==> config.mk <==
export PLATFORM = sky130hd
export DESIGN_NAME = queue_bank
export DESIGN_NICKNAME = d
export VERILOG_FILES = /design/src/rtl/queue_bank_pkg.sv /design/src/rtl/queue_bank_fifo.sv /design/src/rtl/queue_bank.sv
export SDC_FILE = /design/constraint.sdc
export NUM_CORES = 1
export LEC_CHECK = 0
export BUFFER_PORTS_ARGS = -buffer_cell sky130_fd_sc_hd__buf_2
export CAP_MARGIN = 0
export CORE_UTILIZATION = 35
export DETAILED_ROUTE_END_ITERATION = 12
export HOLD_SLACK_MARGIN = 0.15
export PLACE_DENSITY = 0.6
export SLEW_MARGIN = 20
export SYNTH_ARGS = -nofsm -noshare
export SYNTH_HDL_FRONTEND = slang
export SYNTH_HIERARCHICAL = 1
export SYNTH_SLANG_ARGS = --single-unit
==> constraint.sdc <==
create_clock -name clk_i -period 7.62 [get_ports clk_i]
set_input_delay 0.762 -clock clk_i [delete_from_list [all_inputs] [get_ports clk_i]]
set_output_delay 0.762 -clock clk_i [all_outputs]
set_load 0.005 [all_outputs]
==> src/rtl/queue_bank_pkg.sv <==
// queue_bank_pkg
// Shared defaults and derived widths for the queue bank and anything that
// talks to it (the weighted round-robin arbiter and its bench use these too).
//   DEF_QUEUE_QUANTITY : number of queues (power of two, at least 2)
//   DEF_DATA_BITS      : word width
//   DEF_BUF_WIDTH      : log2 of per-queue depth
//   DEF_SEL_BITS       : width of the arbiter selector
//   DEF_CNT_BITS       : width of a per-queue occupancy count (0..depth)
`ifndef QUEUE_BANK_PKG_SV
`define QUEUE_BANK_PKG_SV

package queue_bank_pkg;

   localparam int DEF_QUEUE_QUANTITY = 4;
   localparam int DEF_DATA_BITS      = 8;
   localparam int DEF_BUF_WIDTH      = 3;
   localparam int DEF_SEL_BITS       = $clog2(DEF_QUEUE_QUANTITY);
   localparam int DEF_CNT_BITS       = DEF_BUF_WIDTH + 1;

endpackage

`endif

==> src/rtl/queue_bank_fifo.sv <==
// queue_fifo
// One FIFO of the bank: storage, read/write pointers and an occupancy count.
// Push and pop arrive already qualified by the top, so this block never has
// to decide whether an operation is legal.
// Ports:
//   clk_i    : clock, rising edge
//   rst_ni   : asynchronous active-low reset
//   push_i   : write data_i this edge
//   pop_i    : advance the read pointer this edge
//   data_i   : word to write
//   data_o   : word at the head of the queue
//   empty_o  : count is zero
//   full_o   : count equals depth
module queue_fifo
   import queue_bank_pkg::*;
#(
   parameter int DATA_BITS = DEF_DATA_BITS,
   parameter int BUF_WIDTH = DEF_BUF_WIDTH
) (
   input  logic                 clk_i,
   input  logic                 rst_ni,
   input  logic                 push_i,
   input  logic                 pop_i,
   input  logic [DATA_BITS-1:0] data_i,
   output logic [DATA_BITS-1:0] data_o,
   output logic                 empty_o,
   output logic                 full_o
);

   localparam int DEPTH = 1 << BUF_WIDTH;
   localparam logic [BUF_WIDTH:0] FULL_COUNT = (BUF_WIDTH + 1)'(DEPTH);

   logic [DATA_BITS-1:0] mem_q [DEPTH];
   logic [BUF_WIDTH-1:0] wrPtr_q, wrPtr_d;
   logic [BUF_WIDTH-1:0] rdPtr_q, rdPtr_d;
   logic [BUF_WIDTH:0]   count_q, count_d;

   // Storage is deliberately left out of reset; the count alone decides
   // which entries are live.
   always_ff @(posedge clk_i) begin
      if (push_i) begin
         mem_q[wrPtr_q] <= data_i;
      end
   end

   // Pointers wrap naturally at the power-of-two depth. The count only moves
   // when exactly one of push/pop happens.
   always_comb begin
      wrPtr_d = wrPtr_q;
      rdPtr_d = rdPtr_q;
      count_d = count_q;
      if (push_i) begin
         wrPtr_d = wrPtr_q + 1'b1;
      end
      if (pop_i) begin
         rdPtr_d = rdPtr_q + 1'b1;
      end
      if (push_i && !pop_i) begin
         count_d = count_q + 1'b1;
      end else if (pop_i && !push_i) begin
         count_d = count_q - 1'b1;
      end
   end

   always_ff @(posedge clk_i or negedge rst_ni) begin
      if (!rst_ni) begin
         wrPtr_q <= '0;
         rdPtr_q <= '0;
         count_q <= '0;
      end else begin
         wrPtr_q <= wrPtr_d;
         rdPtr_q <= rdPtr_d;
         count_q <= count_d;
      end
   end

   assign data_o  = mem_q[rdPtr_q];
   assign empty_o = (count_q == '0);
   assign full_o  = (count_q == FULL_COUNT);

endmodule

==> src/rtl/queue_bank.sv <==
// queue_bank
// Bank of independent FIFOs feeding the weighted round-robin arbiter. The
// arbiter sees per-queue empty flags and answers with a selector; the chosen
// queue is popped onto a registered output port at one word per cycle.
// Optional feature macro: QUEUE_BANK_ERR_EN adds sticky overflow/underflow
// flags per queue.
// Ports:
//   clk_i           : clock, rising edge
//   rst_ni          : asynchronous active-low reset
//   enb_i           : global enable, 0 freezes every queue
//   push_i          : per-queue write strobe
//   data_in_i       : queue i word at [i*DATA_BITS +: DATA_BITS]
//   selector_i      : queue to pop
//   selector_enb_i  : pop request for selector_i
//   buf_empty_o     : per-queue empty flag
//   buf_full_o      : per-queue full flag
//   data_out_o      : popped word, registered
//   valid_out_o     : data_out_o holds a word popped on the previous edge
//   err_overflow_o  : (QUEUE_BANK_ERR_EN) sticky, push dropped on full queue
//   err_underflow_o : (QUEUE_BANK_ERR_EN) sticky, pop requested on empty queue
module queue_bank
   import queue_bank_pkg::*;
#(
   parameter int QUEUE_QUANTITY = DEF_QUEUE_QUANTITY,
   parameter int DATA_BITS      = DEF_DATA_BITS,
   parameter int BUF_WIDTH      = DEF_BUF_WIDTH,
   parameter int SEL_BITS       = $clog2(QUEUE_QUANTITY)
) (
   input  logic                                clk_i,
   input  logic                                rst_ni,
   input  logic                                enb_i,
   input  logic [QUEUE_QUANTITY-1:0]           push_i,
   input  logic [QUEUE_QUANTITY*DATA_BITS-1:0] data_in_i,
   input  logic [SEL_BITS-1:0]                 selector_i,
   input  logic                                selector_enb_i,
   output logic [QUEUE_QUANTITY-1:0]           buf_empty_o,
   output logic [QUEUE_QUANTITY-1:0]           buf_full_o,
   output logic [DATA_BITS-1:0]                data_out_o,
   output logic                                valid_out_o
`ifdef QUEUE_BANK_ERR_EN
   ,
   output logic [QUEUE_QUANTITY-1:0]           err_overflow_o,
   output logic [QUEUE_QUANTITY-1:0]           err_underflow_o
`endif
);

   logic [DATA_BITS-1:0]      headData [QUEUE_QUANTITY];
   logic [QUEUE_QUANTITY-1:0] pushOk;
   logic [QUEUE_QUANTITY-1:0] popOk;
   logic                      popAccept;
   logic [DATA_BITS-1:0]      data_q, data_d;
   logic                      valid_q, valid_d;

   // A pop is taken only when the selected queue holds a registered word, so
   // a word pushed this edge cannot be popped until the next one. A push to
   // a full queue still goes through when the same queue is popped, because
   // the slot being read is freed on that edge.
   always_comb begin
      popAccept = enb_i && selector_enb_i && !buf_empty_o[selector_i];
      popOk     = '0;
      pushOk    = '0;
      for (int i = 0; i < QUEUE_QUANTITY; i++) begin
         popOk[i]  = popAccept && (selector_i == SEL_BITS'(i));
         pushOk[i] = enb_i && push_i[i] && (!buf_full_o[i] || popOk[i]);
      end
   end

   // One FIFO per queue; each receives its already-qualified strobes.
   for (genvar g = 0; g < QUEUE_QUANTITY; g++) begin : g_queue
      queue_fifo #(
         .DATA_BITS (DATA_BITS),
         .BUF_WIDTH (BUF_WIDTH)
      ) u_fifo (
         .clk_i   (clk_i),
         .rst_ni  (rst_ni),
         .push_i  (pushOk[g]),
         .pop_i   (popOk[g]),
         .data_i  (data_in_i[g*DATA_BITS +: DATA_BITS]),
         .data_o  (headData[g]),
         .empty_o (buf_empty_o[g]),
         .full_o  (buf_full_o[g])
      );
   end

   // The output word holds its last value whenever nothing is popped; only
   // the valid bit drops.
   always_comb begin
      data_d  = data_q;
      valid_d = 1'b0;
      if (popAccept) begin
         data_d  = headData[selector_i];
         valid_d = 1'b1;
      end
   end

   always_ff @(posedge clk_i or negedge rst_ni) begin
      if (!rst_ni) begin
         data_q  <= '0;
         valid_q <= 1'b0;
      end else begin
         data_q  <= data_d;
         valid_q <= valid_d;
      end
   end

   assign data_out_o  = data_q;
   assign valid_out_o = valid_q;

`ifdef QUEUE_BANK_ERR_EN
   logic [QUEUE_QUANTITY-1:0] errOv_q, errOv_d;
   logic [QUEUE_QUANTITY-1:0] errUn_q, errUn_d;

   // Sticky error bits: a dropped push marks its own queue, a pop on an
   // empty queue marks the selected queue. Only reset clears them, and with
   // enb low nothing is attempted so nothing can be flagged.
   always_comb begin
      errOv_d = errOv_q;
      errUn_d = errUn_q;
      for (int i = 0; i < QUEUE_QUANTITY; i++) begin
         if (enb_i && push_i[i] && !pushOk[i]) begin
            errOv_d[i] = 1'b1;
         end
         if (enb_i && selector_enb_i && buf_empty_o[i] &&
             (selector_i == SEL_BITS'(i))) begin
            errUn_d[i] = 1'b1;
         end
      end
   end

   always_ff @(posedge clk_i or negedge rst_ni) begin
      if (!rst_ni) begin
         errOv_q <= '0;
         errUn_q <= '0;
      end else begin
         errOv_q <= errOv_d;
         errUn_q <= errUn_d;
      end
   end

   assign err_overflow_o  = errOv_q;
   assign err_underflow_o = errUn_q;
`endif

endmodule

Word-level counts from Yosys, hierarchy flattened:

Memory sizes are Yosys's and may differ from the RTL's.
Cells that the tools add are included.

* bits in registers: 49
* bits in latches: 0
* memory bits (writable): 256
* bits in read-only memories: 0
* bits of input ports: 42
* output and inout port bits: 17
* logic and storage cells: 114
* memories: 4

* add/subtract/negate cells: 16
* multiply operators: 0
* div/mod/pow operators: 0
* order comparisons: 2
* eq/ne operators: 7
* shifts and indexed selects: 0
* muxes and demuxes: 22
* bitwise logic cells: 1
* reductions and logical operators: 48

Memories
* g_queue[0].u_fifo.mem_q: words 8, width 8, read ports 1, clocked after Yosys merged registers in 0, write ports 1, RTL line queue_bank_fifo.sv:33 `logic [DATA_BITS-1:0] mem_q [DEPTH];`
* g_queue[1].u_fifo.mem_q: words 8, width 8, read ports 1, clocked after Yosys merged registers in 0, write ports 1, RTL line queue_bank_fifo.sv:33
* g_queue[2].u_fifo.mem_q: words 8, width 8, read ports 1, clocked after Yosys merged registers in 0, write ports 1, RTL line queue_bank_fifo.sv:33
* g_queue[3].u_fifo.mem_q: words 8, width 8, read ports 1, clocked after Yosys merged registers in 0, write ports 1, RTL line queue_bank_fifo.sv:33

Operators with widths (count)
* $mux 4: 8
* $add 3x1->3 const B: 8
* $logic_and 1x1->1: 22
* $add 4x1->4 const B: 4
* $bmux 8 s2: 1
* $eq 4x4->1 const B: 4
* $logic_not 4->1: 4
* $mux 8: 2
* $sub 4x1->4 const B: 4
* $logic_not 1->1: 13
* $mux 1: 10
* $reduce_bool 2->1: 4
* $eq 2x2->1 const B: 2
* $logic_or 1x1->1: 4
* $ge 3x3->1 const B: 1
* $lt 2x3->1 const B: 1
* $not 2->3: 1
* $bmux 1 s2: 1
* $eq 2x1->1 const B: 1
* $logic_not 2->1: 1

Depth between registers and ports, before layout:

* depth in word-level cells: 12
* depth in mapped cells: 10

Hierarchy:

The synthesis kept the hierarchy.

By module, submodules not included
* queue_fifo: instances 4, cells an instance 153, area an instance 3083.0 um^2, sequential area each 2172.1 um^2
* queue_bank: instances 1, cells an instance 44, area an instance 650.6 um^2, sequential area each 225.2 um^2

Worst setup path before layout:

Ideal clock, no wire load.

* path kind: input-to-reg
* start point: input selector_i[0]
* end point: register g_queue[2].u_fifo.count_q[3]
* library setup time: 0.131 ns
* arrival time: 3.212 ns
* data required time: 7.489 ns
* slack: 4.278 ns
* stages on the path: 10
* path buffers: 1
* cell sequence: buf_6 nand3b_1 nor3b_1 o211a_1 ha_1 inv_1 ha_1 or4_1 o211ai_1 o211ai_1

* cells in the longest elaborated chain, start to end: 10

Ends and longest elaborated chain
* start, declared: RTL line queue_bank.sv:34 `input logic [SEL_BITS-1:0] selector_i,`
* $bmux 1 s2: RTL line queue_bank.sv:59 `popAccept = enb_i && selector_enb_i && !buf_empty_o[selector_i];`
* $mux 1 (implied by the code): RTL line queue_bank.sv:59
* $logic_not 1->1: RTL line queue_bank.sv:59
* $logic_and 1x1->1: RTL line queue_bank.sv:59
* $logic_and 1x1->1 (*): RTL line queue_bank.sv:63 `popOk[i] = popAccept && (selector_i == SEL_BITS'(i));`
* named net popOk[2]: RTL line queue_bank.sv:49 `logic [QUEUE_QUANTITY-1:0] popOk;`
* $logic_or 1x1->1 (*): RTL line queue_bank.sv:64 `pushOk[i] = enb_i && push_i[i] && (!buf_full_o[i] || popOk[i]);`
* $logic_and 1x1->1 (*): RTL line queue_bank.sv:64
* named net pushOk[2]: RTL line queue_bank.sv:48 `logic [QUEUE_QUANTITY-1:0] pushOk;`
* $logic_not 1->1: RTL line queue_bank_fifo.sv:60 `end else if (pop_i && !push_i) begin`
* $logic_and 1x1->1: RTL line queue_bank_fifo.sv:60
* $reduce_bool 2->1 (no source line)
* end signal, assigned: RTL line queue_bank_fifo.sv:73 `count_q <= count_d;`
* end, declared: RTL line queue_bank_fifo.sv:36 `logic [BUF_WIDTH:0] count_q, count_d;`

Mark *: on every way through the listed nets, which the timed path passes. The rest lies on a longest branch. The select of a mux whose other input is x is not followed.
A chain may end at the register's enable or synchronous reset.

Worst setup path in the final report:

* start point: register g_queue[0].u_fifo.count_q[0]
* end point: register g_queue[0].u_fifo.count_q[3]

* cells in the longest elaborated chain, start to end: 11

Ends and longest elaborated chain
* start, declared: RTL line queue_bank_fifo.sv:36
* start signal, assigned: RTL line queue_bank_fifo.sv:73
* $logic_not 4->1 (*): RTL line queue_bank_fifo.sv:78 `assign empty_o = (count_q == '0);`
* $bmux 1 s2 (*): RTL line queue_bank.sv:59
* $mux 1 (implied by the code) (*): RTL line queue_bank.sv:59
* $logic_not 1->1 (*): RTL line queue_bank.sv:59
* $logic_and 1x1->1 (*): RTL line queue_bank.sv:59
* $logic_and 1x1->1 (*): RTL line queue_bank.sv:63
* named net popOk[0]: RTL line queue_bank.sv:49
* $logic_or 1x1->1 (*): RTL line queue_bank.sv:64
* $logic_and 1x1->1 (*): RTL line queue_bank.sv:64
* named net pushOk[0]: RTL line queue_bank.sv:48
* $logic_not 1->1: RTL line queue_bank_fifo.sv:60
* $logic_and 1x1->1: RTL line queue_bank_fifo.sv:60
* $reduce_bool 2->1 (no source line)

Marked as above.

==> impl_table.tex <==
\begin{tabular}{lr}
\hline
Metric & Value \\
\hline
\multicolumn{2}{l}{\textbf{Timing}} \\
Number of hold violations in the final report & 0 \\
Fmax achieved & 283.2 MHz \\
Final period demand of the worst path & 3.531 ns \\
Post-route worst hold slack & 0.3643 ns \\
Max-slew violation count & 0 \\
Final worst clock skew & 0.01094 ns \\
Count of endpoints failing setup in the final report & 0 \\
Transition time at the pin with the least slew margin & 1.011 ns \\
Period Utilization, post-route & 0.4634 \\
Fin Setup TNS & 0 ns \\
Worst max-slew margin expressed relative to the limit & 0.3233 \\
RSZ-0062 raised after global routing & false \\
\multicolumn{2}{l}{\textbf{Synthesis}} \\
Area share of the largest cell type after synthesis & 0.5921 \\
Fraction of registers with async set or reset after synthesis & 0.1607 \\
Part of the Yosys area used for sequential elements & 0.6866 \\
Cells after Synth & 656 \\
Largest area contributor in the synthesized netlist & sky130\_fd\_sc\_hd\_\_edfxtp\_1 \\
Net count after synthesis & 722 \\
Number of warnings printed during yosys synthesis & 6 \\
Post-synth EDFFs & 256 \\
Post-synthesis cell area & 12,980 sq um \\
Biggest area contributors in the synthesized netlist & sky130\_fd\_sc\_hd\_\_edfxtp\_1 (59\%), sky130\_fd\_sc\_hd\_\_mux4\_1 (13\%), sky130\_fd\_sc\_hd\_\_dfrtp\_1 (9.4\%), sky130\_fd\_sc\_hd\_\_mux2\_2 (4.6\%), sky130\_fd\_sc\_hd\_\_ha\_1 (1.9\%) \\
Predominant post-synthesis flop cell & sky130\_fd\_sc\_hd\_\_edfxtp\_1 \\
Number of distinct library cells after synthesis & 34 \\
Syn avg cell area & 19.79 sq um \\
Number of synthesized register bits & 305 \\
\multicolumn{2}{l}{\textbf{Global route}} \\
Via count of the first global-routing pass & 6,129 \\
Met3 global-route usage & 0.04199 \\
Initial antenna violation count & 7 \\
Maximum number of pins on one net before global-route repair & 50 \\
Global routing usage on met2 & 0.2030 \\
Busiest grt layer & met2 \\
GRT Util Overall & 0.1345 \\
Met1 Usage GRT & 0.1867 \\
Wire length of the first global-routing pass & 37.86 mm \\
Total global routing overflow & 0 \\
\multicolumn{2}{l}{\textbf{Pwr}} \\
Power density relative to cell area & 363.4 nW/um\^{}2 \\
Portion of total power attributed to combinational logic & 0.230 \\
Seq pwr share & 0.448 \\
Clock network fraction of total power & 0.322 \\
Internal portion of total power & 3.894 mW \\
Power spent charging and discharging nets & 1.528 mW \\
Switching portion of total power & 0.2819 \\
Leakage power & 5.174 nW \\
VDD IR max & 0.2007 mV \\
\multicolumn{2}{l}{\textbf{Clock network}} \\
Post-cts sizing count & 0 \\
Maximum buffer depth of the clock tree & 3 \\
Clock root buffer master & sky130\_fd\_sc\_hd\_\_clkbuf\_16 \\
Clock insertion delay at the later pin of the skew report & 0.50 ns \\
Clock Sink Count & 305 \\
Register clock-pin slew on the reported worst setup and hold paths & 0.06 ns \\
Number of buffers added to fix hold violations after cts & 0 \\
Clock tree from TritonCTS & yes \\
Post-CTS Repair Setup Buffers & 0 \\
Clock buffers created by TritonCTS & 34 \\
\# H-tree levels & 2 \\
\multicolumn{2}{l}{\textbf{Final layout}} \\
Most common cell after layout, fill and taps aside & sky130\_fd\_sc\_hd\_\_edfxtp\_1 \\
Number of nets at the end of the flow & 796 \\
Most frequent cells in the layout & sky130\_fd\_sc\_hd\_\_edfxtp\_1 (256), sky130\_fd\_sc\_hd\_\_mux4\_1 (64), sky130\_fd\_sc\_hd\_\_buf\_2 (58) \\
Relative area change from synthesis to final layout & 14.93\% \\
Ratio of cells with drive above 1 in the final layout & 0.2387 \\
\multicolumn{2}{l}{\textbf{Critical path}} \\
Data arrival at the endpoint of the critical path & 3.92 ns \\
R2r worst-path depth & 9 \\
Data required time at the worst endpoint & 8.00 ns \\
Last element of the critical path & g\_queue[0].u\_fifo/count\_q[3]\$\_DFFE\_PN0P\_ \\
Critical register-to-register path endpoint & g\_queue[0].u\_fifo/count\_q[3]\$\_DFFE\_PN0P\_ \\
Slowest stage delay, CP & 0.84 ns \\
Worst Setup Path Type & reg -> reg \\
Sort of element at the start of the critical path & register \\
Worst setup slack for register-to-register paths & 4.09 ns \\
Kind of capture point of the worst setup path & register \\
Cell with the largest stage delay on the worst path & sky130\_fd\_sc\_hd\_\_nor4\_1 \\
Worst-path maximum fanout & 6 \\
Beginning of the critical path & g\_queue[0].u\_fifo/count\_q[0]\$\_DFFE\_PN0P\_ \\
Worst-path cell chain & nor4\_1 > nor3\_1 > o211a\_1 > ha\_1 > inv\_1 > ha\_1 > or4\_1 > o211ai\_1 > o211ai\_1 \\
Launch instance of the worst register-to-register path & g\_queue[0].u\_fifo/count\_q[0]\$\_DFFE\_PN0P\_ \\
\multicolumn{2}{l}{\textbf{Placement}} \\
Estimated wirelength of the detail-placed design & 16.19 mm \\
Global placer's final weighted congestion & 0.7454 \\
Port buffer count & 58 \\
\multicolumn{2}{l}{\textbf{Floorplan}} \\
Die height & 194.6 um \\
Horizontal die dimension & 194.6 um \\
Total Die Area & 37,870 sq um \\
Count of pins on the block boundary & 59 \\
Core Footprint & 36,520 sq um \\
Site row count & 70 \\
Effective utilization at floorplan & 0.3555 \\
\multicolumn{2}{l}{\textbf{Drt}} \\
DRC violation count after routing & 0 \\
Vias post-DR & 6,180 \\
Length of the first detailed-routing pass in iterations & 4 \\
ANT nets after route & 0 \\
Number of violations reported at the end of detailed-routing iteration 0 & 327 \\
Vias per inst & 5.053 \\
DR WL/cell & 20.47 um \\
DRT Wirelength & 25.03 mm \\
\multicolumn{2}{l}{\textbf{Outcome}} \\
Run status & finished clean \\
\multicolumn{2}{l}{\textbf{Job}} \\
Number of maximum-capacitance constraint violations & 0 \\
\multicolumn{2}{l}{\textbf{Hold path}} \\
Hold Path Class & in -> async \\
\hline
\end{tabular}
-- final cells by class --
class                      count  area, sq um
clock buffer                  38        887.1
inverter                      12        45.04
fill                        3170        21600
timing repair buffer          64        335.3
antenna                        1        2.502
sequential                   305         8914
multi-input combinational    313         3842
tap                          468        585.6
clock inverter                22        309.0
-- cells in the mapped netlist, types with 5 or more instances --
| master | n |
|---|---|
| sky130_fd_sc_hd__buf_6 | 5 |
| sky130_fd_sc_hd__nand3_1 | 9 |
| sky130_fd_sc_hd__mux4_1 | 64 |
| sky130_fd_sc_hd__inv_1 | 12 |
| sky130_fd_sc_hd__edfxtp_1 | 256 |
| sky130_fd_sc_hd__a21oi_1 | 8 |
| sky130_fd_sc_hd__ha_1 | 20 |
| sky130_fd_sc_hd__nand2b_1 | 12 |
| sky130_fd_sc_hd__clkbuf_1 | 8 |
| sky130_fd_sc_hd__mux2_2 | 53 |
| sky130_fd_sc_hd__nor3_1 | 14 |
| sky130_fd_sc_hd__nand2_1 | 24 |
| sky130_fd_sc_hd__buf_2 | 5 |
| sky130_fd_sc_hd__xnor2_1 | 16 |
| sky130_fd_sc_hd__nor2_1 | 24 |
| sky130_fd_sc_hd__dfrtp_1 | 49 |
| sky130_fd_sc_hd__xor2_1 | 8 |
| sky130_fd_sc_hd__nand3b_1 | 5 |
| sky130_fd_sc_hd__o211ai_1 | 8 |
| sky130_fd_sc_hd__mux4_2 | 8 |
-- power by group through the flow --
| stage | Clock (mW) | Combinational [mW] | Sequential (mW) |
|---|---|---|---|
| floorplan | 0 | 1.12 | 2.21 |
| global placement | 0 | 1.24 | 2.47 |
| detailed placement | 0 | 1.26 | 2.47 |
| CTS | 1.79 | 1.27 | 2.44 |
| global route | 1.85 | 1.37 | 2.48 |
| finish | 1.75 | 1.25 | 2.43 |
-- worst max-delay path, delay by kind of cell (launching register included) --
kind | cells | cell delay, ns
AND/OR/NAND/NOR | 3 | 1.64
adder cells (fa/ha/maj) | 2 | 0.59
AO/OA/AOI/OAI | 3 | 0.56
flip-flops | 1 | 0.45
buffers and inverters | 1 | 0.15
-- sequential cells by signal (all words and copies together), names as in the netlist --
register,cells
g_queue.u_fifo/count_q,16
g_queue.u_fifo/rdPtr_q,12
data_out_o,8
g_queue.u_fifo/mem_q,256
valid_out_o,1
g_queue.u_fifo/wrPtr_q,12
-- cell families after synthesis --
kind of cell / share of synthesized area
xor+xnor: 0.01619
fa+ha+maj: 0.02544
mux: 0.1936
buf+inv: 0.01937
flops: 0.6866
compound gates: 0.01735
simple gates: 0.04144
-- through the flow --
step	worst slack [ns]	area (sq um)	instances	util	power [mW]
after detailed placement	3.734	13720	1162	0.3757	3.736
after global placement	3.826	13720	1162	0.3756	3.712
after global routing	3.893	14920	1222	0.4085	5.696
final	4.089	14920	1223	0.4085	5.422
after CTS	4.116	14920	1222	0.4085	5.498
after floorplan	4.278	12980	656	-	3.337
-- how the worst min path moves through the flow --
stage                                   start                                  endpoint  slack (ns)
finish                                 rst_ni  g_queue[1].u_fifo/count_q[2]$_DFFE_PN0P_        0.36
global placement    data_out_o[6]$_DFFE_PN0P_                 data_out_o[6]$_DFFE_PN0P_        0.49
global route                           rst_ni  g_queue[1].u_fifo/count_q[1]$_DFFE_PN0P_        0.43
CTS                                    rst_ni  g_queue[0].u_fifo/count_q[0]$_DFFE_PN0P_        0.40
detailed placement  data_out_o[6]$_DFFE_PN0P_                 data_out_o[6]$_DFFE_PN0P_        0.49
floorplan                              rst_ni                 data_out_o[0]$_DFFE_PN0P_        0.47
-- metal layers --
| layer | share of wire | wire (um) | up-vias |
|---|---|---|---|
| met5 | 0.0025 | 62 | - |
| met4 | 0.019 | 476 | 10 |
| met3 | 0.068 | 1709 | 46 |
| met2 | 0.44 | 11130 | 134 |
| met1 | 0.47 | 11650 | 3130 |
| li1 | - | - | 2860 |
Note: power is estimated with default switching activity, not from simulation.
